===== config.mk =====
export PLATFORM = sky130hd
export DESIGN_NAME = max_pool_relu
export DESIGN_NICKNAME = d
export VERILOG_FILES = /design/src/rtl/pool_pkg.sv /design/src/rtl/pool_max_unit.sv /design/src/rtl/max_pool_relu.sv
export SDC_FILE = /design/constraint.sdc
export NUM_CORES = 1
export LEC_CHECK = 0
export CORE_MARGIN = 2
export CORE_UTILIZATION = 45
export CTS_CLUSTER_DIAMETER = 120
export DETAILED_ROUTE_END_ITERATION = 7
export GPL_ROUTABILITY_DRIVEN = 1
export PLACE_DENSITY = 0.69
export SYNTH_ARGS = -nofsm -noshare
export SYNTH_HDL_FRONTEND = slang
export SYNTH_HIERARCHICAL = 1
export SYNTH_SLANG_ARGS = --single-unit
export TNS_END_PERCENT = 20

===== constraint.sdc =====
create_clock -name clock -period 13.7 [get_ports clock]
set_clock_uncertainty 0.15 [all_clocks]
set_input_delay 2.74 -clock clock [delete_from_list [all_inputs] [get_ports clock]]
set_output_delay 2.74 -clock clock [all_outputs]
set_load 0.005 [all_outputs]

===== src/rtl/pool_pkg.sv =====
// Shared types and sizing helpers for the ReLU + 2x2 max-pool stage.
// Imported by the pooling top and its running-max unit.
package pool_pkg;

  typedef enum logic [2:0] {
    ST_IDLE,
    ST_READ,
    ST_WAIT,
    ST_WRITE,
    ST_DONE
  } pool_state_t;

  function automatic int data_size(
    input int in_size,
    input int carry_size
  );
    return 2 * in_size + carry_size;
  endfunction

  function automatic int pool_dim(input int c);
    return c / 2;
  endfunction

endpackage


===== src/rtl/pool_max_unit.sv =====
// Signed running-max accumulator: clear, then fold in each enabled sample.
// o_max already includes the sample presented in an enabled cycle.
module pool_max_unit #(
  parameter int D = 20
) (
  input  logic                i_clk,
  input  logic                i_rst,
  input  logic                i_clear,
  input  logic                i_en,
  input  logic signed [D-1:0] i_data,
  output logic signed [D-1:0] o_max
);

  logic signed [D-1:0] r_max;
  logic signed [D-1:0] w_cand;

  assign w_cand = (i_data > r_max) ? i_data : r_max;
  assign o_max  = i_en ? w_cand : r_max;

  always_ff @(posedge i_clk) begin
    if (i_rst) begin
      r_max <= '0;
    end else if (i_clear) begin
      r_max <= '0;
    end else if (i_en) begin
      r_max <= w_cand;
    end
  end

endmodule


===== src/rtl/max_pool_relu.sv =====
// ReLU + 2x2 stride-2 max pooling from the ofmap memory into the pool memory.
// One read outstanding at a time, so any read latency is tolerated.
module max_pool_relu
  import pool_pkg::*;
#(
  parameter int N_FILTER       = 16,
  parameter int CONVS_PER_LINE = 15,
  parameter int MEM_SIZE       = 12,
  parameter int INPUT_SIZE     = 8,
  parameter int CARRY_SIZE     = 4
) (
  input  logic                clock,
  input  logic                reset,
  input  logic                start_pool,
  output logic                end_pool,
  output logic                ofmap_ce,
  output logic [MEM_SIZE-1:0] ofmap_address,
  input  logic                ofmap_valid,
  input  logic signed [data_size(INPUT_SIZE, CARRY_SIZE)-1:0] ofmap_value,
  output logic                pool_ce,
  output logic                pool_we,
  output logic [MEM_SIZE-1:0] pool_address,
  output logic signed [data_size(INPUT_SIZE, CARRY_SIZE)-1:0] pool_value
);

  localparam int D  = data_size(INPUT_SIZE, CARRY_SIZE);
  localparam int C  = CONVS_PER_LINE;
  localparam int P  = pool_dim(C);
  localparam int FW = (N_FILTER > 1) ? $clog2(N_FILTER) : 1;
  localparam int PW = (P > 1) ? $clog2(P) : 1;

  pool_state_t r_state, w_state_n;
  logic [FW-1:0] r_f, w_f_n;
  logic [PW-1:0] r_pr, w_pr_n;
  logic [PW-1:0] r_pc, w_pc_n;
  logic [1:0]    r_q, w_q_n;
  logic          w_last;

  logic                r_end_pool;
  logic                r_ofmap_ce;
  logic [MEM_SIZE-1:0] r_ofmap_address;
  logic                r_pool_ce;
  logic [MEM_SIZE-1:0] r_pool_address;
  logic signed [D-1:0] r_pool_value;

  logic [MEM_SIZE-1:0] w_rd_addr;
  logic [MEM_SIZE-1:0] w_pool_addr;
  logic                w_clear;
  logic                w_capture;
  logic signed [D-1:0] w_max;

  assign w_last = (r_f == FW'(N_FILTER - 1))
               && (r_pr == PW'(P - 1))
               && (r_pc == PW'(P - 1));

  always_comb begin
    w_state_n = r_state;
    w_f_n     = r_f;
    w_pr_n    = r_pr;
    w_pc_n    = r_pc;
    w_q_n     = r_q;
    unique case (r_state)
      ST_IDLE, ST_DONE: begin
        if (start_pool) begin
          w_state_n = ST_READ;
          w_f_n     = '0;
          w_pr_n    = '0;
          w_pc_n    = '0;
          w_q_n     = '0;
        end
      end
      ST_READ: w_state_n = ST_WAIT;
      ST_WAIT: begin
        if (ofmap_valid) begin
          if (r_q == 2'd3) begin
            w_state_n = ST_WRITE;
            w_q_n     = 2'd0;
          end else begin
            w_state_n = ST_READ;
            w_q_n     = r_q + 2'd1;
          end
        end
      end
      ST_WRITE: begin
        if (w_last) begin
          w_state_n = ST_DONE;
          w_f_n     = '0;
          w_pr_n    = '0;
          w_pc_n    = '0;
        end else begin
          w_state_n = ST_READ;
          if (r_pc == PW'(P - 1)) begin
            w_pc_n = '0;
            if (r_pr == PW'(P - 1)) begin
              w_pr_n = '0;
              w_f_n  = r_f + FW'(1);
            end else begin
              w_pr_n = r_pr + PW'(1);
            end
          end else begin
            w_pc_n = r_pc + PW'(1);
          end
        end
      end
      default: w_state_n = ST_IDLE;
    endcase
  end

  // Address of the quadrant about to be read; odd last row/col never reached.
  assign w_rd_addr = MEM_SIZE'(int'(w_f_n) * C * C
                   + (2 * int'(w_pr_n) + int'(w_q_n[1])) * C
                   + 2 * int'(w_pc_n) + int'(w_q_n[0]));

  assign w_pool_addr = MEM_SIZE'(int'(r_f) * P * P
                     + int'(r_pr) * P + int'(r_pc));

  assign w_clear   = (r_state == ST_READ) && (r_q == 2'd0);
  assign w_capture = (r_state == ST_WAIT) && ofmap_valid;

  pool_max_unit #(
    .D(D)
  ) u_max (
    .i_clk  (clock),
    .i_rst  (reset),
    .i_clear(w_clear),
    .i_en   (w_capture),
    .i_data (ofmap_value),
    .o_max  (w_max)
  );

  always_ff @(posedge clock) begin
    if (reset) begin
      r_state         <= ST_IDLE;
      r_f             <= '0;
      r_pr            <= '0;
      r_pc            <= '0;
      r_q             <= '0;
      r_end_pool      <= 1'b0;
      r_ofmap_ce      <= 1'b0;
      r_ofmap_address <= '0;
      r_pool_ce       <= 1'b0;
      r_pool_address  <= '0;
      r_pool_value    <= '0;
    end else begin
      r_state    <= w_state_n;
      r_f        <= w_f_n;
      r_pr       <= w_pr_n;
      r_pc       <= w_pc_n;
      r_q        <= w_q_n;
      r_end_pool <= (w_state_n == ST_DONE);
      r_ofmap_ce <= (w_state_n == ST_READ);
      r_pool_ce  <= (w_state_n == ST_WRITE);
      if (w_state_n == ST_READ) begin
        r_ofmap_address <= w_rd_addr;
      end
      if (w_state_n == ST_WRITE) begin
        r_pool_address <= w_pool_addr;
        r_pool_value   <= w_max;
      end
    end
  end

  assign end_pool      = r_end_pool;
  assign ofmap_ce      = r_ofmap_ce;
  assign ofmap_address = r_ofmap_address;
  assign pool_ce       = r_pool_ce;
  assign pool_we       = r_pool_ce;
  assign pool_address  = r_pool_address;
  assign pool_value    = r_pool_value;

endmodule

==> summary.txt <==
Run status
  – Status: finished clean

Clocking
  – TritonCTS Buffers: 9
  – Post-CTS Setup Bufs: 0
  – Sink Count: a little over 80
  – Post_cts resized: 0
  – Htree depth: 3
  – Root Buffer: clkbuf_16
  – CTS Hold Bufs: 0
  – Reg clk slew, reported paths: about 0.060 ns
  – CTS tree: yes
  – Worst-case clock buffer depth: 2
  – Clk Latency, worst-skew pair: ~0.34 ns

Critical path
  – Startpoint types: input port
  – Required @ worst endpoint: between 10 and 15 ns
  – Worst path bufs/invs: 4
  – Crit end category: flop
  – CP most frequent cell: fa_1
  – CP max-delay cell: a31oi_1
  – Crit path DAT: 10.01 ns
  – CP peak stage delay: a little under 0.6 ns
  – Cell family with most CP delay: adder cells
  – Critical path fanouts, max: 7
  – Reg2Reg Setup Slack: 5.76 ns
  – Critical path type: in -> reg

Logic synthesis
  – Synth Area in Compound Gates: between 10 and 15%
  – Mapped Cells: about 800
  – Syn_area_per_cell: slightly above 9 um^2
  – Main synth FF type: dfxtp_1
  – Fraction of registers with async set/reset: 0%
  – Netlist cell types: 67
  – Seq cells post-synth: slightly above 80
  – Post-Syn Area: 7240 um^2
  – Post-synth EDFFs: 0
  – Synth Area in Adders: between 30% and 40%
  – Xor and xnor fraction of the mapped netlist area: approximately 2.5%
  – Area share of and/or/nand/nor cells after synthesis: around an eighth
  – Yosys warning count: 6
  – Post-synthesis mux area share: roughly 11%
  – Register area share after synthesis: between 20% and 30%
  – Net count after synthesis: 960
  – Largest family of logic cells by synthesized area: adder cells

STA
  – Least-Margin Pin Slew: 0.911 ns
  – Setup TNS: 0 ns
  – Final Max Slew Viols: 0
  – Final Hold Viols: 0
  – Final Cycle Share: about 72%
  – Tmin final: ~9.9 ns
  – Fmax: slightly above 100 MHz
  – Final setup fails: 0
  – Unrepaired setup endpoints after global routing: false
  – Slew headroom: around 40%

GRT
  – Vias in the first global route: roughly 5000
  – Largest net degree at the start of global routing: between 60 and 70
  – Gr usage total: between 15 and 20%
  – Antenna violations before repair: 0
  – Top Usage Layer GRT: met2
  – First-pass GRT wire length: 23500 um
  – Met3 layer usage reported by global route: approximately 2.8%
  – Congestion Overflow GR: 0
  – Met2 Use GR: approximately 29%
  – GR Layer Usage met1: between 20% and 30%

Floorplanning
  – Io pins: 72
  – FP Rows: 46
  – Die Y: between 100 and 150 um
  – Initial Util: between 40% and 50%
  – Die Wd: roughly 130 um
  – Area of the die: 17100 um^2
  – Core footprint: between 15000 and 20000 um^2

Routing
  – Drt pass-1 iters: 4
  – Via density: 4.98
  – ANT nets after route: 0
  – Final WL: approximately 14000 um
  – DR vias: between 5000 and 6000
  – Routed len/inst: approximately 13 um
  – # DRC: 0
  – DR iter-0 viols: around 260

Pwr
  – Net Switching: 136 uW
  – Power per cell area: 63.0 nW/um^2
  – Switching portion of total power: about a quarter
  – Max IR drop VDD: 55.6 uV
  – Seq pwr share: between 40% and 50%
  – Tot Pwr: approximately 530 uW
  – Leak: 0.00396 uW
  – Clk network pwr share: a little over two fifths
  – Cell internal pwr: a little under 400 uW
  – Comb power frac: approximately 11%

Cells and area
  – Commonest non-fill, non-tap cell in the layout: inv_1
  – Final antenna diode count: 0
  – Synth-to-Final Area Change: 15.4%
  – Post-Route Utilization: a little over half
  – NumNets Final: around 1000
  – Layout cells sized above 1: between 4 and 5%
  – Design area: 8350 um^2
  – Finished Layout Cells: 1063
  – Most frequent cells in the layout: 126 x inv_1, 103 x ha_1, 81 x dfxtp_1, 69 x clkdlybuf4s50_1, 62 x nor2_1

Placement
  – Placer Congestion: 0.836
  – HPWL after DPL: 10800 um
  – Placed Area: slightly above 8000 um^2
  – PortBufs: 70
  – Placed insts: between 1000 and 1500

Min path
  – HP Class: reg -> reg

Run
  – Max_cap viols: 0
==> per-layer routing <==
| layer | vias to the layer above | wire length (um) |
|---|---|---|
| met5 | - | 0 |
| met3 | 10 | 412 |
| met2 | 70 | 6520 |
| met4 | 0 | 141 |
| li1 | 2719 | - |
| met1 | 2496 | 6730 |
==> Yosys cell counts, types with 4 or more instances <==
library cell / instances / area share [%]
a21o_1: 16 / 1.7
mux2_1: 20 / 3.1
a21oi_1: 32 / 2.2
nor3_1: 11 / 0.76
inv_1: 126 / 6.5
nor2_1: 63 / 3.3
nand2b_1: 8 / 0.69
fa_1: 49 / 14
buf_4: 10 / 1.0
nand3_1: 9 / 0.62
xnor2_1: 15 / 1.8
o21ai_0: 14 / 0.97
a211oi_1: 6 / 0.62
nand2_1: 54 / 2.8
buf_6: 4 / 0.62
ha_1: 103 / 18
nor2b_1: 9 / 0.78
and4_1: 5 / 0.60
dfxtp_1: 81 / 22
o21a_1: 4 / 0.41
clkbuf_1: 12 / 0.62
xor2_1: 6 / 0.73
nand3b_1: 5 / 0.52
mux2i_1: 54 / 7.5
==> power by group through the flow <==
stage                     registers [uW]  clock network (uW)  logic, uW
after floorplan                      246                   0       39.7
after global placement               247                   0       57.2
after detailed placement             247                   0       57.8
after CTS                            242                 232       58.2
after global routing                 242                 241       63.6
final                                242                 226       57.5
==> stage by stage <==
| step | setup WS [ns] | hold WS, ns |
|---|---|---|
| after floorplan | 4.43 | 0.294 |
| after global placement | 3.52 | 0.306 |
| after detailed placement | 3.36 | 0.314 |
| after CTS | 3.73 | 0.322 |
| after global routing | 3.25 | 0.336 |
| final | 3.80 | 0.322 |
==> tightest hold or removal path: cells and delay by family (launching register included) <==
family	cells	cell delay, ns
mux	1	0.05
flops	1	0.32
simple gates	1	0.05
==> layout make-up <==
cell class,instances,area (um^2)
well taps,216,270
repair buffers,74,726
flip-flops and latches,81,1620
fillers,1515,7480
clock buffers,11,233
multi-input cells,550,4980
inverters,126,473
clock inverters,5,41.3
==> worst paths after layout <==
| check | start | endpoint | cells after the start |
|---|---|---|---|
| setup / recovery | start_pool | ofmap_address[11]$_SDFFE_PP0P_ | 25 |
| hold / removal | u_max/r_max[14]$_SDFF_PP0_ | u_max/r_max[14]$_SDFF_PP0_ | 2 |
| setup reg to reg | r_state[1]$_SDFF_PP0_ | ofmap_address[11]$_SDFFE_PP0P_ | 24 |
| hold reg to reg | u_max/r_max[14]$_SDFF_PP0_ | u_max/r_max[14]$_SDFF_PP0_ | 2 |
==> kinds of logic after synthesis <==
kind of cell,after synthesis
adder cells (fa/ha/maj),152
XOR/XNOR,21
buffers and inverters,153
AO/OA/AOI/OAI,111
flip-flops,81
AND/OR/NAND/NOR,187
multiplexers,78
other,1
==> state kept, by name, indices dropped and copies added, names as in the netlist <==
signal	cells
end_pool	1
pool_address	11
ofmap_address	12
ofmap_ce	1
u_max/r_max	20
pool_ce	1
r_state	3
pool_value	20
r_f	4
r_pr	3
r_pc	3
r_q	2
(Power assumes the default switching activity.)
